<file path="config.mk">
export PLATFORM = sky130hd
export DESIGN_NAME = i2c_target_regs
export DESIGN_NICKNAME = d
export VERILOG_FILES = /design/src/rtl/i2c_target_regs.sv
export SDC_FILE = /design/constraint.sdc
export NUM_CORES = 1
export LEC_CHECK = 0
export BUFFER_PORTS_ARGS = -buffer_cell sky130_fd_sc_hd__buf_2
export CAP_MARGIN = 20
export CORE_MARGIN = 3
export CORE_UTILIZATION = 46
export CTS_CLUSTER_SIZE = 16
export DETAILED_ROUTE_END_ITERATION = 7
export PLACE_DENSITY_LB_ADDON = 0.25
export SLEW_MARGIN = 10
export SYNTH_ARGS = -nofsm -noshare
export SYNTH_HDL_FRONTEND = slang
export SYNTH_SLANG_ARGS = --single-unit
</file>
<file path="constraint.sdc">
create_clock -name clk -period 1.8 [get_ports clk]
set_input_delay 0.09 -clock clk [delete_from_list [all_inputs] [get_ports clk]]
set_output_delay 0.09 -clock clk [all_outputs]
set_load 0.05 [all_outputs]
</file>
<file path="src/rtl/i2c_target_regs.sv">
// ---------------------------------------------------------------------------
// i2c_target_regs
//
// I2C target with a 4 x 8-bit register file. Decodes START/STOP, matches a
// 7-bit address, accepts a pointer byte followed by data writes, and returns
// register contents on reads. The pointer auto-increments (wrapping 3 -> 0)
// after every written byte and after every read byte the controller ACKs.
//
// Ports
//   clk        in   system clock, at least 10x the SCL frequency
//   rst_n      in   synchronous active-low reset
//   scl_in     in   raw SCL pin (asynchronous)
//   sda_in     in   raw SDA pin (asynchronous)
//   sda_oe     out  1 = pull SDA low, 0 = release (open drain)
//   regs_out   out  {reg3, reg2, reg1, reg0}
//   wr_strobe  out  one-cycle pulse when a register is written
//   wr_index   out  index of the written register, valid with wr_strobe
//   busy       out  addressed transaction active (address ACK .. STOP/START/NACK)
//   dbg_state  out  current FSM state encoding
//
// Handshake: there is no valid/ready pair on this block; wr_strobe is a
// single-cycle qualifier for wr_index and the matching byte in regs_out.
// ---------------------------------------------------------------------------
module i2c_target_regs #(
    parameter logic [6:0] TARGET_ADDR = 7'h2A
) (
    input  logic        clk,
    input  logic        rst_n,
    input  logic        scl_in,
    input  logic        sda_in,
    output logic        sda_oe,
    output logic [31:0] regs_out,
    output logic        wr_strobe,
    output logic [1:0]  wr_index,
    output logic        busy,
    output logic [3:0]  dbg_state
);

    typedef enum logic [3:0] {
        S_IDLE, S_ADDR, S_ADDR_ACK, S_PTR, S_PTR_ACK,
        S_WDATA, S_WDATA_ACK, S_RDATA, S_RDATA_ACK, S_WAIT
    } state_t;

    // Synchronizers plus history flop; idle bus level is 1.
    logic scl_s1_q, scl_s2_q, scl_h_q;
    logic sda_s1_q, sda_s2_q, sda_h_q;

    // Registered bus events.
    logic scl_rise_d, scl_fall_d, start_d, stop_d;
    logic scl_rise_q, scl_fall_q, start_q, stop_q;

    state_t          state_q;
    logic [2:0]      bit_cnt_q;
    logic [7:0]      shift_q;
    logic [1:0]      ptr_q;
    logic [3:0][7:0] regs_q;
    logic            rw_q;
    logic            rd_load_q;
    logic            sda_oe_q;
    logic            busy_q;
    logic            wr_strobe_q;
    logic [1:0]      wr_index_q;
    logic [7:0]      rx_byte;

    always_ff @(posedge clk) begin
        if (!rst_n) begin
            scl_s1_q <= 1'b1; scl_s2_q <= 1'b1; scl_h_q <= 1'b1;
            sda_s1_q <= 1'b1; sda_s2_q <= 1'b1; sda_h_q <= 1'b1;
        end else begin
            scl_s1_q <= scl_in; scl_s2_q <= scl_s1_q; scl_h_q <= scl_s2_q;
            sda_s1_q <= sda_in; sda_s2_q <= sda_s1_q; sda_h_q <= sda_s2_q;
        end
    end

    assign scl_rise_d = scl_s2_q & ~scl_h_q;
    assign scl_fall_d = ~scl_s2_q & scl_h_q;
    assign start_d    = scl_s2_q & scl_h_q & ~sda_s2_q & sda_h_q;
    assign stop_d     = scl_s2_q & scl_h_q & sda_s2_q & ~sda_h_q;

    always_ff @(posedge clk) begin
        if (!rst_n) begin
            scl_rise_q <= 1'b0;
            scl_fall_q <= 1'b0;
            start_q    <= 1'b0;
            stop_q     <= 1'b0;
        end else begin
            scl_rise_q <= scl_rise_d;
            scl_fall_q <= scl_fall_d;
            start_q    <= start_d;
            stop_q     <= stop_d;
        end
    end

    // sda_h_q holds the SDA level that was current when scl_rise_q was set,
    // so it is the bit sampled on that SCL rise.
    assign rx_byte = {shift_q[6:0], sda_h_q};

    always_ff @(posedge clk) begin
        if (!rst_n) begin
            state_q     <= S_IDLE;
            bit_cnt_q   <= 3'd0;
            shift_q     <= 8'h00;
            ptr_q       <= 2'd0;
            regs_q      <= '0;
            rw_q        <= 1'b0;
            rd_load_q   <= 1'b0;
            sda_oe_q    <= 1'b0;
            busy_q      <= 1'b0;
            wr_strobe_q <= 1'b0;
            wr_index_q  <= 2'd0;
        end else begin
            wr_strobe_q <= 1'b0;
            if (start_q) begin
                state_q   <= S_ADDR;
                bit_cnt_q <= 3'd0;
                sda_oe_q  <= 1'b0;
                busy_q    <= 1'b0;
            end else if (stop_q) begin
                state_q  <= S_IDLE;
                sda_oe_q <= 1'b0;
                busy_q   <= 1'b0;
            end else begin
                case (state_q)
                    S_ADDR, S_PTR, S_WDATA: begin
                        if (scl_rise_q) begin
                            shift_q   <= rx_byte;
                            bit_cnt_q <= bit_cnt_q + 3'd1;  // wraps to 0 after bit 8
                            if (bit_cnt_q == 3'd7) begin
                                if (state_q == S_ADDR) begin
                                    if (rx_byte[7:1] == TARGET_ADDR) begin
                                        rw_q    <= rx_byte[0];
                                        state_q <= S_ADDR_ACK;
                                    end else begin
                                        state_q <= S_WAIT;
                                    end
                                end else if (state_q == S_PTR) begin
                                    ptr_q   <= rx_byte[1:0];
                                    state_q <= S_PTR_ACK;
                                end else begin
                                    regs_q[ptr_q] <= rx_byte;
                                    wr_strobe_q   <= 1'b1;
                                    wr_index_q    <= ptr_q;
                                    ptr_q         <= ptr_q + 2'd1;
                                    state_q       <= S_WDATA_ACK;
                                end
                            end
                        end
                    end
                    S_ADDR_ACK, S_PTR_ACK, S_WDATA_ACK: begin
                        // First fall (after bit 8) starts the ACK; second fall
                        // (after the 9th clock) ends it.
                        if (scl_fall_q) begin
                            if (!sda_oe_q) begin
                                sda_oe_q <= 1'b1;
                                if (state_q == S_ADDR_ACK) busy_q <= 1'b1;
                            end else begin
                                sda_oe_q  <= 1'b0;
                                bit_cnt_q <= 3'd0;
                                if (state_q == S_ADDR_ACK && rw_q) begin
                                    state_q   <= S_RDATA;
                                    shift_q   <= regs_q[ptr_q];
                                    sda_oe_q  <= ~regs_q[ptr_q][7];
                                    rd_load_q <= 1'b0;
                                end else if (state_q == S_ADDR_ACK) begin
                                    state_q <= S_PTR;
                                end else begin
                                    state_q <= S_WDATA;
                                end
                            end
                        end
                    end
                    S_RDATA: begin
                        if (scl_fall_q) begin
                            if (rd_load_q) begin
                                shift_q   <= regs_q[ptr_q];
                                sda_oe_q  <= ~regs_q[ptr_q][7];
                                bit_cnt_q <= 3'd0;
                                rd_load_q <= 1'b0;
                            end else if (bit_cnt_q == 3'd7) begin
                                sda_oe_q <= 1'b0;  // release for controller ACK/NACK
                                state_q  <= S_RDATA_ACK;
                            end else begin
                                shift_q   <= {shift_q[6:0], 1'b0};
                                sda_oe_q  <= ~shift_q[6];
                                bit_cnt_q <= bit_cnt_q + 3'd1;
                            end
                        end
                    end
                    S_RDATA_ACK: begin
                        if (scl_rise_q) begin
                            if (!sda_h_q) begin
                                ptr_q     <= ptr_q + 2'd1;
                                rd_load_q <= 1'b1;  // next byte loads on the next fall
                                state_q   <= S_RDATA;
                            end else begin
                                busy_q  <= 1'b0;
                                state_q <= S_WAIT;
                            end
                        end
                    end
                    default: ;  // S_IDLE, S_WAIT: only START/STOP matter
                endcase
            end
        end
    end

    assign sda_oe    = sda_oe_q;
    assign regs_out  = regs_q;
    assign wr_strobe = wr_strobe_q;
    assign wr_index  = wr_index_q;
    assign busy      = busy_q;
    assign dbg_state = state_q;

endmodule

</file>
==> qor.yml <==
outcome: "finished with violations"
violations: "setup timing"
detail_route.first_pass.iterations: 5
r2r_slack_ns: -0.04
drt_first_iter_violations: 279
final.setup.tns_ns: -0.04028
synth-seq-area-share: 0.3988
wire_length_of_the_first_global_routing_pass_um: 15680
clockBufferDepth: 2
drc: 0
overflow: 0
initial_utilization: 0.4777
die_y_um: 90.23
timing.critical_path.fanout_max: 3
pwr_density_cell_nw_per_um2: 608.1
antenna_cells: 0
cts_tree: "done"
netlist_area_before_placement_um2: 3263
routed_via_density: 5.784
setup_viol_count_final: 2
clkSlewWorstSetupHoldPaths_ns: 0.07
synthesis.instances: 369
timing.critical_path.required_ns: 2.06
timing.fmax_mhz: 544.4
place.gp.congestion: 0.8989
row_count: 30
clock_tree.root_cell: "sky130_fd_sc_hd__clkbuf_8"
place_inst: 517
tritoncts.num_buffers: 9
timing.critical_path.max_delay_family: "simple AND/OR/NAND/NOR gates"
ios: 45
synth.avg_cell_area_um2: 8.843
grt_max_degree: 44
grt_pass1_vias: 3049
path_cells: "buf_6 -> nor4b_4 -> nor3b_4 -> o211ai_1 -> or3_1 -> a31oi_1"
min_setup_slack_post_route_ns: -0.03705
ys_warn_count: 0
final.min_clock_period_ns: 1.837
synthFlopType: "sky130_fd_sc_hd__dfxtp_1"
dp.final_hpwl_um: 6094
antenna_found_initial: 0
timing.setup.critical_path_class: "flip-flop to flip-flop"
grt.total_usage: 0.2390
timing.final.hold_violations: 0
worst-slew-pin-transition_ns: 0.4915
design.die.area_um2: 8141
maximum_level_of_the_cts_h_tree: 3
critPathBufInv: 1
routed_wl_per_cell_um: 17.59
drive_above_1_share: 0.3742
worst_setup_path_start_kind: "flip-flop"
area.growth.synth_to_final_pct: 34.47
vias: 3245
syn_nets: 379
ys_async_sr_fraction: 0
p_leak_uw: 0.001758
max-cap-violations: 0
worst_hold_slack_ns: 0.1344
number_of_enable_flip_flop_cells_after_synthesis: 0
setup_repair_after_global_routing_missed_its_margin: "yes"
clock_sink_count: 65
wirelength_um: 9869
die_w_um: 90.23
timing.hold.worst.class: "input port to flip-flop"
slew-limit-headroom: 0.6723
critical_path.max_stage_delay_ns: 0.41
timing.clock.skew_ns: 0.008151
port_buffers: 44
post-layout-total-power_uw: 2668
vdd_ir_drop_max_mv: 0.3863
finalNetCount: 470
arrival_ns: 2.10
report.final.slew_viol_count: 0
final-instance-count-excl-fill: 561
postRouteAntennaNets: 0
yosys.cell_types.count: 53
placeableCoreArea_um2: 6832
synth_seq_cells: 65
critPathSlowestCell: "sky130_fd_sc_hd__or3_1"
crit_path_end_kind: "flip-flop"
clk-insertion-delay-late_ns: 0.34
min_period_over_period: 1.021
state kept, by name, summed over array words and instances, names as in the netlist, 2 cells and up:
signal     count
ptr_q          2
shift_q        7
bit_cnt_q      3
wr_index       2
dbg_state      4
regs_out      32
final cells by class:
type,instances,area [um^2]
inverter,6,22.52
timing repair buffer,106,788.3
clock inverter,5,31.28
clock buffer,11,141.4
tap,96,120.1
sequential,65,1318
multi-input combinational,272,1967
fill,561,2444
cells by family after synthesis:
family | synth area share
XOR/XNOR | 0.005369
AND/OR/NAND/NOR | 0.2584
flip-flops | 0.3988
AO/OA/AOI/OAI | 0.1660
adder cells (fa/ha/maj) | 0.02301
multiplexers | 0.09548
buffers and inverters | 0.05291
worst min-delay path, cell delays in order:
cell	delay [ns]
sky130_fd_sc_hd__buf_2	0.11
sky130_fd_sc_hd__inv_1	0.12
sky130_fd_sc_hd__nor2_1	0.11
per-stage QoR:
step / setup slack [ns] / instance area [um^2] / util
CTS: -0.004428 / 4164 / 0.6095
global route: -0.1518 / 4388 / 0.6423
global placement: -0.04930 / 3799 / 0.5560
floorplan: -0.1498 / 3311 / -
finish: -0.03705 / 4388 / 0.6423
detailed placement: -0.1239 / 3799 / 0.5560
cells in the final DEF (no fill, tap or decap), drive strengths merged, types with 2 or more instances in the layout:
master and instances:
a211oi 2, a21oi 49, a22oi 2, a311oi 7, a31oi 2, and2 2
and3 3, buf 103, clkbuf 11, clkinv 4, dfxtp 65, dlygate4sd3 2
ha 6, inv 6, mux2i 12, mux4 8, nand2 46, nand2b 9
nand3 36, nand3b 3, nand4 2, nor2 24, nor2b 9, nor3 4
nor3b 5, nor4 2, nor4b 3, nor4bb 2, o211ai 2, o21a 2
o21ai 9, o22ai 2, or4 2, xnor2 2
power by group:
group / switching (uW) / internal, uW
Clock: 591 / 533
Sequential: 8.28 / 1440
Combinational: 58.6 / 36.5
path summary, 6_finish.rpt:
check,from,to,cells after the start
worst max-delay path,dbg_state[2],ptr_q[0],6
worst min-delay path,rst_n,wr_strobe,3
worst max register to register,dbg_state[2],ptr_q[0],6
worst min register to register,sda_s1_q,sda_s2_q,1
synth_stat cells, types with 7 or more instances:
| master | n | share of area |
|---|---|---|
| sky130_fd_sc_hd__dfxtp_1 | 65 | 0.40 |
| sky130_fd_sc_hd__a21oi_1 | 48 | 0.074 |
| sky130_fd_sc_hd__nand2_1 | 46 | 0.053 |
| sky130_fd_sc_hd__nand3_1 | 36 | 0.055 |
| sky130_fd_sc_hd__nor2_1 | 24 | 0.028 |
| sky130_fd_sc_hd__clkbuf_1 | 15 | 0.017 |
| sky130_fd_sc_hd__mux2i_1 | 12 | 0.037 |
| sky130_fd_sc_hd__nand2b_1 | 9 | 0.017 |
| sky130_fd_sc_hd__o21ai_0 | 9 | 0.014 |
| sky130_fd_sc_hd__mux4_2 | 8 | 0.055 |
| sky130_fd_sc_hd__nor2b_1 | 8 | 0.015 |
| sky130_fd_sc_hd__a311oi_1 | 7 | 0.019 |
timing repair:
action / 4_1_cts / 5_1_grt
hold buffers: 2 / 0
hold endpoints to repair: 2 / 0
gates cloned: 3 / 0
resized for setup: 10 / 31
setup buffers: 8 / 16
pin swaps: 5 / 23
setup endpoints to repair: 45 / 50
routing by layer:
layer | GRT usage | vias to the layer above | routed length (um)
met5 | 0 | - | 0
met4 | 0.1135 | 0 | 251
met3 | 0.04184 | 22 | 769
met2 | 0.3970 | 160 | 4605
met1 | 0.3008 | 1535 | 4242
li1 | - | 1528 | -
No activity file was read; power rests on OpenSTA's default activity.
